===== config.mk =====
export PLATFORM = sky130hd
export DESIGN_NAME = ad1_dual_rx
export DESIGN_NICKNAME = d
export VERILOG_FILES = /design/src/rtl/ad1_pkg.sv /design/src/rtl/ad1_sclk_gen.sv /design/src/rtl/ad1_dual_rx.sv
export SDC_FILE = /design/constraint.sdc
export NUM_CORES = 1
export LEC_CHECK = 0
export ABC_CLOCK_PERIOD_IN_PS = 5900
export CAP_MARGIN = 5
export CORE_ASPECT_RATIO = 0.6
export CORE_MARGIN = 8
export CORE_UTILIZATION = 50
export CTS_CLUSTER_SIZE = 14
export DETAILED_ROUTE_END_ITERATION = 7
export GPL_TIMING_DRIVEN = 0
export PLACE_DENSITY = 0.72
export SYNTH_ARGS = -nofsm -noshare
export SYNTH_HDL_FRONTEND = slang
export SYNTH_SLANG_ARGS = --single-unit

===== constraint.sdc =====
create_clock -name clk -period 5.9 [get_ports clk]
set_clock_uncertainty 0.2 [all_clocks]
set_input_delay 1.475 -clock clk [delete_from_list [all_inputs] [get_ports clk]]
set_output_delay 1.475 -clock clk [all_outputs]
set_load 0.03 [all_outputs]

===== src/rtl/ad1_pkg.sv =====
`default_nettype none
// ============================================================================
//  Module      : ad1_pkg
//  Description : Shared types and frame constants for the Pmod AD1 dual
//                serial ADC reader.
//  Revision    : 1.0 - initial release
// ============================================================================
package ad1_pkg;

  // Frame sequencer states
  typedef enum logic [1:0] {
    IDLE  = 2'd0,
    SHIFT = 2'd1,
    QUIET = 2'd2
  } ad1_state_e;

  // One converter frame: 4 leading zeros followed by 12 unsigned data bits
  localparam int FRAME_BITS = 16;
  localparam int LEAD_ZEROS = 4;
  localparam int DATA_W     = 12;

  // Bit counter must reach FRAME_BITS (16), so 5 bits
  localparam int BITCNT_W   = 5;

endpackage
`default_nettype wire


===== src/rtl/ad1_sclk_gen.sv =====
`default_nettype none
// ============================================================================
//  Module      : ad1_sclk_gen
//  Description : SCLK generator for the AD1 reader. While enabled, SCLK
//                toggles every CLK_DIV clk cycles starting high, so the first
//                transition is a fall. Rise/fall strobes are high in the cycle
//                whose closing edge performs the transition. When disabled the
//                counter is cleared and SCLK parks high.
//  Revision    : 1.0 - initial release
// ============================================================================
module ad1_sclk_gen #(
  parameter int unsigned CLK_DIV = 4
) (
  input  logic clk,
  input  logic rst,
  input  logic en_i,
  output logic sclk_o,
  output logic rise_o,
  output logic fall_o
);

  localparam logic [7:0] HP_LAST = 8'(CLK_DIV - 1);

  logic [7:0] cnt_q, cnt_d;
  logic       sclk_q, sclk_d;
  logic       wrap;

  assign wrap = en_i && (cnt_q == HP_LAST);

  // Half-period counter and SCLK toggle decision
  always_comb begin
    cnt_d  = cnt_q;
    sclk_d = sclk_q;
    if (!en_i) begin
      cnt_d  = '0;
      sclk_d = 1'b1;
    end else if (wrap) begin
      cnt_d  = '0;
      sclk_d = ~sclk_q;
    end else begin
      cnt_d  = cnt_q + 8'd1;
    end
  end

  // Counter and SCLK registers
  always_ff @(posedge clk or negedge rst) begin
    if (!rst) begin
      cnt_q  <= '0;
      sclk_q <= 1'b1;
    end else begin
      cnt_q  <= cnt_d;
      sclk_q <= sclk_d;
    end
  end

  assign sclk_o = sclk_q;
  assign rise_o = wrap && !sclk_q;
  assign fall_o = wrap &&  sclk_q;

endmodule
`default_nettype wire


===== src/rtl/ad1_dual_rx.sv =====
`default_nettype none
// ============================================================================
//  Module      : ad1_dual_rx
//  Description : Dual-channel Pmod AD1 serial ADC reader. On start it runs one
//                CS_n/SCLK frame, shifts 16 bits from each SDATA line on SCLK
//                rising edges, then presents two 12-bit samples with a
//                one-cycle valid strobe, followed by a QUIET_CYCLES CS_n-high
//                guard time.
//                Optional feature macro: AD1_FRAME_CHECK_EN - when defined,
//                frame_err reports non-zero leading bits on either channel.
//  Revision    : 1.0 - initial release
// ============================================================================
module ad1_dual_rx
  import ad1_pkg::*;
#(
  parameter int unsigned CLK_DIV      = 4,
  parameter int unsigned QUIET_CYCLES = 8
) (
  input  logic              clk,
  input  logic              rst,
  input  logic              start,
  output logic              SCLK,
  output logic              CS_n,
  input  logic [1:0]        SDATA,
  output logic              busy,
  output logic [DATA_W-1:0] sample0,
  output logic [DATA_W-1:0] sample1,
  output logic              valid,
  output logic              frame_err
);

  // Without frame checking the leading zeros carry no information, so a
  // DATA_W-wide register suffices: they simply fall off the top.
`ifdef AD1_FRAME_CHECK_EN
  localparam int SHIFT_W = FRAME_BITS;
`else
  localparam int SHIFT_W = DATA_W;
`endif

  localparam logic [7:0]          QUIET_LAST = 8'(QUIET_CYCLES - 1);
  localparam logic [BITCNT_W-1:0] BITS_LAST  = BITCNT_W'(FRAME_BITS);

  ad1_state_e          state_q, state_d;
  logic [BITCNT_W-1:0] bitcnt_q, bitcnt_d;
  logic [7:0]          quiet_q, quiet_d;
  logic [SHIFT_W-1:0]  shift0_q, shift0_d;
  logic [SHIFT_W-1:0]  shift1_q, shift1_d;
  logic [DATA_W-1:0]   sample0_q, sample0_d;
  logic [DATA_W-1:0]   sample1_q, sample1_d;
  logic                valid_q, valid_d;
  logic                cs_n_q, cs_n_d;
  logic                busy_q, busy_d;
`ifdef AD1_FRAME_CHECK_EN
  logic                ferr_q, ferr_d;
`endif

  logic frame_done;
  logic sclk_en;
  logic sclk_rise;
  logic sclk_fall;

  assign frame_done = (bitcnt_q == BITS_LAST);
  // SCLK stops on the capture of the last bit so it stays parked high
  // through the closing edge, even at CLK_DIV = 1.
  assign sclk_en    = (state_q == SHIFT) && !frame_done;

  ad1_sclk_gen #(
    .CLK_DIV (CLK_DIV)
  ) u_sclk_gen (
    .clk    (clk),
    .rst    (rst),
    .en_i   (sclk_en),
    .sclk_o (SCLK),
    .rise_o (sclk_rise),
    .fall_o (sclk_fall)
  );

  // A single half-period wrap can never be both a rise and a fall
  a_strobe_excl: assert property (@(posedge clk) disable iff (!rst)
                                  !(sclk_rise && sclk_fall));

  // Next-state, capture and output-update logic
  always_comb begin
    state_d   = state_q;
    bitcnt_d  = bitcnt_q;
    quiet_d   = quiet_q;
    shift0_d  = shift0_q;
    shift1_d  = shift1_q;
    sample0_d = sample0_q;
    sample1_d = sample1_q;
    valid_d   = 1'b0;
`ifdef AD1_FRAME_CHECK_EN
    ferr_d    = ferr_q;
`endif
    unique case (state_q)
      IDLE: begin
        if (start) begin
          state_d  = SHIFT;
          bitcnt_d = '0;
        end
      end
      SHIFT: begin
        if (frame_done) begin
          state_d   = QUIET;
          quiet_d   = '0;
          bitcnt_d  = '0;
          valid_d   = 1'b1;
          sample0_d = shift0_q[DATA_W-1:0];
          sample1_d = shift1_q[DATA_W-1:0];
`ifdef AD1_FRAME_CHECK_EN
          ferr_d    = (|shift0_q[FRAME_BITS-1 -: LEAD_ZEROS]) |
                      (|shift1_q[FRAME_BITS-1 -: LEAD_ZEROS]);
`endif
        end else if (sclk_rise) begin
          shift0_d = {shift0_q[SHIFT_W-2:0], SDATA[0]};
          shift1_d = {shift1_q[SHIFT_W-2:0], SDATA[1]};
          bitcnt_d = bitcnt_q + BITCNT_W'(1);
        end
      end
      QUIET: begin
        if (quiet_q == QUIET_LAST) begin
          state_d = IDLE;
          quiet_d = '0;
        end else begin
          quiet_d = quiet_q + 8'd1;
        end
      end
      default: state_d = IDLE;
    endcase
    cs_n_d = (state_d != SHIFT);
    busy_d = (state_d != IDLE);
  end

  // State and datapath registers; reset abandons any partial frame
  always_ff @(posedge clk or negedge rst) begin
    if (!rst) begin
      state_q   <= IDLE;
      bitcnt_q  <= '0;
      quiet_q   <= '0;
      shift0_q  <= '0;
      shift1_q  <= '0;
      sample0_q <= '0;
      sample1_q <= '0;
      valid_q   <= 1'b0;
      cs_n_q    <= 1'b1;
      busy_q    <= 1'b0;
    end else begin
      state_q   <= state_d;
      bitcnt_q  <= bitcnt_d;
      quiet_q   <= quiet_d;
      shift0_q  <= shift0_d;
      shift1_q  <= shift1_d;
      sample0_q <= sample0_d;
      sample1_q <= sample1_d;
      valid_q   <= valid_d;
      cs_n_q    <= cs_n_d;
      busy_q    <= busy_d;
    end
  end

`ifdef AD1_FRAME_CHECK_EN
  // Leading-zero violation flag, updated only on the valid cycle
  always_ff @(posedge clk or negedge rst) begin
    if (!rst) ferr_q <= 1'b0;
    else      ferr_q <= ferr_d;
  end
  assign frame_err = ferr_q;
`else
  assign frame_err = 1'b0;
`endif

  assign CS_n    = cs_n_q;
  assign busy    = busy_q;
  assign sample0 = sample0_q;
  assign sample1 = sample1_q;
  assign valid   = valid_q;

endmodule
`default_nettype wire

==> summary.md, run 1 <==
| Metric | Value |
|---|---|
| Outcome | `finished, final reports clean` |
| Leakage power of the design | `between 1.5 and 2 nW` |
| Synth Register Bits | `75` |
| Peak supply drop | `around 160 uV` |
| Final critical-path share of the clock period | `55.4%` |
| Count of final setup violators | `0` |
| Cell count after synthesis | `around 280` |
| Crit Path Category | `reg2out` |
| Setup Total Neg Slack | `0 ps` |
| # hold bufs at CTS | `0` |
| Total of cells resized after clock tree synthesis | `0` |
| Most frequent cells in the layout | `sky130_fd_sc_hd__nand2_1 (85), sky130_fd_sc_hd__dfrtp_1 (73), sky130_fd_sc_hd__clkdlybuf4s50_1 (31)` |
| Fmax | `0.306 GHz` |
| Dominant delay contributor by cell family on the critical path | `buffers and inverters` |
| Maximum number of pins on one net before global-route repair | `65` |
| Number of violations of the max-capacitance limit | `0` |
| Final weighted congestion in routability-driven placement | `between 0.7 and 0.8` |
| Dominant register cell in the synthesized netlist | `sky130_fd_sc_hd__dfrtp_1` |
| Die height | `approximately 78 um` |
| Placed standard-cell area | `between 3000 and 4000 um2` |
| Hold violation count in the final report | `0` |
| Net Count, Synth | `~300` |
| Root buffer selected by CTS | `sky130_fd_sc_hd__clkbuf_8` |
| Unrepaired setup endpoints after global routing | `no` |
| Drc violations | `0` |
| Total CTS buffers | `9` |
| Final routed wire length divided by cell count | `around 14 um` |
| H-tree depth | `3` |
| Total Power | `approximately 1.2 mW` |
| First-pass GRT wire length | `about 10 mm` |
| Layout-stage area growth over the synthesis result | `19.7%` |
| Final number of max-transition violations | `0` |
| Total global-route track usage | `roughly 14%` |
| Worst setup EP type | `primary output` |
| Clock transition at the registers of the reported paths | `approximately 70 ps` |
| Share of synthesized area occupied by flip-flops and latches | `59.3%` |
| Asr flop ratio synth | `100%` |
| Worst Max-Slew Pin Slew | `between 600 and 700 ps` |
| Mean post-synth cell area | `11.2 um2` |
| Post-CTS Setup Repair Bufs | `0` |
| Number of filler cells placed in the layout | `about 540` |
| Post-layout instance area | `between 3000 and 4000 um2` |
| Global route overflow | `0` |
| Netlist Area Pre-Place | `roughly 3200 um2` |
| Cells along the critical path | `clkdlybuf4s50_1` |
| Max-slew headroom at the worst pin | `~54%` |
| Inserted Diodes | `0` |
| Final worst path period need | `approximately 3300 ps` |
| Via count of the first global-routing pass | `about 2,200` |
| Standard-cell row count | `22` |
| Core footprint | `approximately 6100 um2` |
| Synth cell types | `50` |
| Maximum single-stage delay on the critical path | `slightly below 700 ps` |
| Buffers & Inverters on Critical Path | `1` |
| Fraction of final layout cells sized beyond drive strength 1 | `between 10% and 20%` |
| DIE AREA | `9230 um2` |
| Detailed Place HPWL | `just over 4 mm` |
| Worst skew pair latency | `between 300 and 400 ps` |
| Endpoint required time on the critical path | `4220 ps` |
| Number of ports placed on the die boundary | `34` |
| Startpoint Class | `flip-flop` |
| Initial core utilization | `approximately 52%` |
| Crit-path max FO | `5` |
| Post-synth EDFFs | `0` |
| Final net count | `between 300 and 400` |
| Warning count from the yosys run | `0` |
| Signal arrival time at the worst endpoint | `1590 ps` |
| P per Cell Area | `roughly 320 nW/um2` |
| Critical-path top delay cell | `sky130_fd_sc_hd__clkdlybuf4s50_1` |
| Count of vias placed by the detailed router | `approximately 2,100` |
| Min-Delay Path Class | `reg2reg` |
| Final antenna-violating net count | `0` |
| Detailed router's first-iteration violation count | `202` |
| Clock sinks | `75` |
| Port Buf Inserts | `32` |
| CTS tree | `built` |
| Initial antenna violation count | `0` |
| Number of vias per cell after detailed routing | `between 5 and 6` |
| Width of the chip | `between 100 and 150 um` |
| Drt total wl | `roughly 5.8 mm` |
| Bufs on Longest Clock Path | `2` |
| Drt pass-1 iters | `4` |
| Most common cell after layout, fill and taps aside | `sky130_fd_sc_hd__nand2_1` |
-- through the flow --
step,utilization [%],instances,hold slack [ps],setup slack [ps]
floorplan,-,284,235,3550
global placement,58.8,400,250,563
detailed placement,59.2,401,256,2980
CTS,62.1,417,276,2610
global route,62.1,417,305,2570
finish,62.1,417,270,2630
-- sequential cells by signal, indices dropped and copies added (netlist names) --
signal / flops
busy: 1
CS_n: 1
u_sclk_gen.cnt_q: 8
state_q: 2
sample0: 12
bitcnt_q: 5
valid: 1
quiet_q: 8
shift1_q: 12
sample1: 12
u_sclk_gen.sclk_o: 1
shift0_q: 12
-- area by class of cell --
type | instances | area (um2) | area share, %
buffer | 7 | 45.0 | 1.19
clock buffer | 13 | 159 | 4.19
clock inverter | 3 | 15.0 | 0.396
inverter | 5 | 18.8 | 0.495
multi-input combinational | 197 | 1230 | 32.3
sequential | 75 | 1880 | 49.5
tap | 84 | 105 | 2.77
timing repair buffer | 33 | 345 | 9.10
-- synth_stat cells (2+ instances only) --
library cell	number	area (um2)
sky130_fd_sc_hd__a21o_1	2	15.0
sky130_fd_sc_hd__inv_1	4	15.0
sky130_fd_sc_hd__and3_1	6	37.5
sky130_fd_sc_hd__o21ai_0	4	20.0
sky130_fd_sc_hd__mux2_2	23	259
sky130_fd_sc_hd__nand3_1	10	50.1
sky130_fd_sc_hd__clkbuf_1	4	15.0
sky130_fd_sc_hd__a21oi_1	7	35.0
sky130_fd_sc_hd__buf_6	2	22.5
sky130_fd_sc_hd__nor2b_1	2	12.5
sky130_fd_sc_hd__nand2b_1	4	25.0
sky130_fd_sc_hd__nand2_1	85	319
sky130_fd_sc_hd__nor2_1	9	33.8
sky130_fd_sc_hd__or2_2	2	12.5
sky130_fd_sc_hd__dfstp_2	2	52.6
sky130_fd_sc_hd__xor2_1	6	52.6
sky130_fd_sc_hd__nor3_1	2	10.0
sky130_fd_sc_hd__ha_1	4	50.1
sky130_fd_sc_hd__a31oi_1	3	18.8
sky130_fd_sc_hd__dfrtp_1	73	1830
-- per-layer routing --
metal / track usage (%) / part of all wire (%) / up-vias
li1: - / - / 1042
met1: 18.9 / 51 / 1026
met2: 19.1 / 41 / 39
met3: 4.62 / 5.5 / 11
met4: 6.40 / 1.9 / 0
met5: 0 / 0 / -
-- worst paths after layout --
check,to,depth (start not counted),startpoint,slack (ps)
min in group asynchronous,shift0_q[0],1,rst,770
max in group asynchronous,u_sclk_gen.sclk_o,2,rst,4130
setup / recovery,SCLK,1,u_sclk_gen.sclk_o,2630
hold reg to reg,sample1[11],2,shift1_q[11],270
setup reg to reg,shift0_q[6],5,u_sclk_gen.cnt_q[0],3240
hold / removal,sample1[11],2,shift1_q[11],270
-- logic make-up (layout without fill, tap and decap cells) --
group / count (synthesis) / count (layout) / synth area share, %
and+or+nand+nor: 133 / 133 / 19.9
DFF: 75 / 75 / 59.3
AOI/OAI and AO/OA: 27 / 27 / 6.36
muxes: 25 / 25 / 8.84
buffers and inverters: 12 / 61 / 2.01
xor gates and xnor gates: 7 / 7 / 1.93
adders and majority gates: 4 / 4 / 1.58
other: 1 / 1 / 0.118
-- report_power, final --
group | internal (mW) | total (mW) | switching [mW]
Clock | 0.174 | 0.350 | 0.176
Combinational | 0.110 | 0.230 | 0.120
Sequential | 0.580 | 0.640 | 0.0603
(Power assumes the default switching activity.)
==> inputs of run 2 (changes only) <==
ABC_CLOCK_PERIOD_IN_PS = 2960   (was 5900)
PLACE_DENSITY = 0.75   (was 0.72)
clock period = 2.96 ns   (was 5.9 ns; I/O delays follow)
==> run 2 against run 1 <==
Effect of this change:
- cell count unchanged
- global-route usage is 0.33 points higher
- setup slack worse by 2300 ps
- via count rose by 0.42%
- sequential share of layout area about the same
- sequential cell count is the same
- critical endpoint is now shift0_q[5]
- highest routed layer unchanged
==> summary.md, run 2 (synthesized netlist as in run 1, its figures left out) <==
| Metric | Value |
|---|---|
| Final critical-path share of the clock period | `between 80% and 90%` |
| First-pass GRT wire length | `10.7 mm (+2.6%)` |
| # hold bufs at CTS | `0 (unchanged)` |
| Detailed Place HPWL | `4.20 mm (+3.1%)` |
| Dominant delay contributor by cell family on the critical path | `simple AND/OR/NAND/NOR gates` |
| Drt pass-1 iters | `4 (unchanged)` |
| Hold violation count in the final report | `0 (unchanged)` |
| Buffers & Inverters on Critical Path | `1 (unchanged)` |
| Met1 track utilization from global routing | `20.2% (+1.3 points)` |
| Instance count after placement with tap cells included | `401 (unchanged)` |
| Bufs on Longest Clock Path | `2 (unchanged)` |
| Maximum number of pins on one net before global-route repair | `60 (-7.7%)` |
| Final routed wire length divided by cell count | `14.2 um (+1.7%)` |
| Width of the chip | `119 um (unchanged)` |
| Busiest metal layer after global routing | `met1` |
| DIE AREA | `9230 um2 (unchanged)` |
| Most common cell after layout, fill and taps aside | `sky130_fd_sc_hd__nand2_1` |
| Root buffer selected by CTS | `sky130_fd_sc_hd__clkbuf_8` |
| Unrepaired setup endpoints after global routing | `no` |
| Outcome | `finished, final reports clean` |
| Initial core utilization | `51.9% (unchanged)` |
| Core footprint | `6110 um2 (unchanged)` |
| Post-CTS Setup Repair Bufs | `0 (unchanged)` |
| Final WS setup | `319 ps (-2310 ps)` |
| Detailed router's first-iteration violation count | `89 (-56%)` |
| Signal arrival time at the worst endpoint | `2670 ps (+1080 ps)` |
| Maximum single-stage delay on the critical path | `520 ps (-160 ps)` |
| Final number of max-transition violations | `0 (unchanged)` |
| Fmax | `about 0.38 GHz` |
| CTS tree | `built` |
| Total of cells resized after clock tree synthesis | `0 (unchanged)` |
| Critical-path top delay cell | `sky130_fd_sc_hd__nor4_4` |
| Share of the core filled with cells | `62.1% (about the same)` |
| Global route overflow | `0 (unchanged)` |
| Placed standard-cell area | `3620 um2 (unchanged)` |
| Number of ports placed on the die boundary | `34 (unchanged)` |
| Final weighted congestion in routability-driven placement | `0.763 (-3.3%)` |
| Via count of the first global-routing pass | `2,157 (-0.74%)` |
| Final antenna-violating net count | `0 (unchanged)` |
| Peak supply drop | `362 uV (+120%)` |
| Final net count | `337 (unchanged)` |
| Inserted Diodes | `0 (unchanged)` |
| Drt total wl | `5.91 mm (+1.7%)` |
| Endpoint required time on the critical path | `2990 ps (-1230 ps)` |
| Min-Delay Path Class | `in2async` |
| Most frequent cells in the layout | `sky130_fd_sc_hd__nand2_1 (85), sky130_fd_sc_hd__dfrtp_1 (73), sky130_fd_sc_hd__clkdlybuf4s50_1 (31)` |
| Max-slew headroom at the worst pin | `55.8% (+1.8 points)` |
| Worst Max-Slew Pin Slew | `658 ps (-27.4 ps)` |
| Clock transition at the registers of the reported paths | `80 ps (about the same)` |
| Count of final setup violators | `0 (unchanged)` |
| Worst setup slack before clock tree synthesis | `309 ps (-2670 ps)` |
| Met3 track utilization from global routing | `6.00% (+1.4 points)` |
| H-tree depth | `3 (unchanged)` |
| Crit Path Category | `reg2reg` |
| Final worst path period need | `approximately 2600 ps` |
| Number of violations of the max-capacitance limit | `0 (unchanged)` |
| Worst skew pair latency | `340 ps (about the same)` |
| Cells along the critical path | `ha_1, or4b_1, nor4_4, buf_6, mux2_2` |
| Number of vias per cell after detailed routing | `5.10 (+0.42%)` |
| Initial antenna violation count | `0 (unchanged)` |
| Worst setup EP type | `flip-flop` |
| Die height | `77.7 um (unchanged)` |
| Post-layout instance area | `3800 um2 (about the same)` |
| Clock sinks | `75 (unchanged)` |
| Count of vias placed by the detailed router | `2,127 (+0.42%)` |
| Fraction of final layout cells sized beyond drive strength 1 | `18.3% (+0.60 points)` |
| Leakage power of the design | `1.89 nW (about the same)` |
| Drc violations | `0 (unchanged)` |
| Port Buf Inserts | `32 (unchanged)` |
| Met2 capacity usage during global routing | `19.0% (-0.17 points)` |
| Startpoint Class | `flip-flop` |
| Standard-cell row count | `22 (unchanged)` |
| Layout-stage area growth over the synthesis result | `19.8% (about the same)` |
| Total global-route track usage | `14.1% (+0.33 points)` |
| Total CTS buffers | `9 (unchanged)` |
| P per Cell Area | `645 nW/um2 (+100%)` |
| Final std cells w/o fill | `417 (unchanged)` |
| Crit-path max FO | `10 (+5)` |
==> run 2: cell types whose count changed in the layout (fill, tap and decap cells not counted) <==
cell | before | now
sky130_fd_sc_hd__clkbuf_1 | 6 | 4
sky130_fd_sc_hd__clkbuf_8 | 11 | 10
sky130_fd_sc_hd__clkinv_4 | 0 | 1
sky130_fd_sc_hd__clkinvlp_4 | 0 | 1
sky130_fd_sc_hd__inv_6 | 0 | 1
==> run 2: path summary, 6_finish.rpt <==
path / from / to / slack (ps) / depth (start not counted)
hold reg to reg: sample0[0] / sample0[0] / 280 / 2
setup / recovery: u_sclk_gen.cnt_q[0] / shift0_q[5] / 320 / 5
hold / removal: rst / u_sclk_gen.cnt_q[4] / 60 / 1
max in group asynchronous: rst / bitcnt_q[2] / 1970 / 2
min in group clk: sample0[0] / sample0[0] / 280 / 2
setup reg to reg: u_sclk_gen.cnt_q[0] / shift0_q[5] / 320 / 5
==> run 2: layout make-up <==
cell class	instances	area [um2]
plain buffers	7	45.0
clock buffers	10	138
clock inverters	6	40.0
fillers	528	2310
inverters	5	18.8
multi-input cells	197	1230
flip-flops and latches	75	1880
well taps	84	105
repair buffers	33	345
==> run 2: through the flow <==
| step | hold WS, ps | setup TNS, ps | power [mW] |
|---|---|---|---|
| after floorplan | 235 | 0 | 1.60 |
| after global placement | 256 | -116770 | 1.74 |
| after detailed placement | 262 | 0 | 1.76 |
| after CTS | 47.5 | 0 | 2.48 |
| after global routing | 55.8 | 0 | 2.59 |
| final | 58.0 | 0 | 2.45 |
==> run 2: power by group <==
group          switching [mW]  internal [mW]  leakage (nW)  total, mW
sequential              0.119           1.16          1.01       1.27
clock                   0.382          0.327        0.0924      0.709
combinational           0.247          0.219         0.786      0.466
==> run 2: layer usage <==
metal | share of wire [%] | vias to the layer above
li1 | - | 1045
met1 | 55 | 1047
met2 | 40 | 33
met3 | 5.3 | 2
met4 | 0.22 | 0
met5 | 0 | -
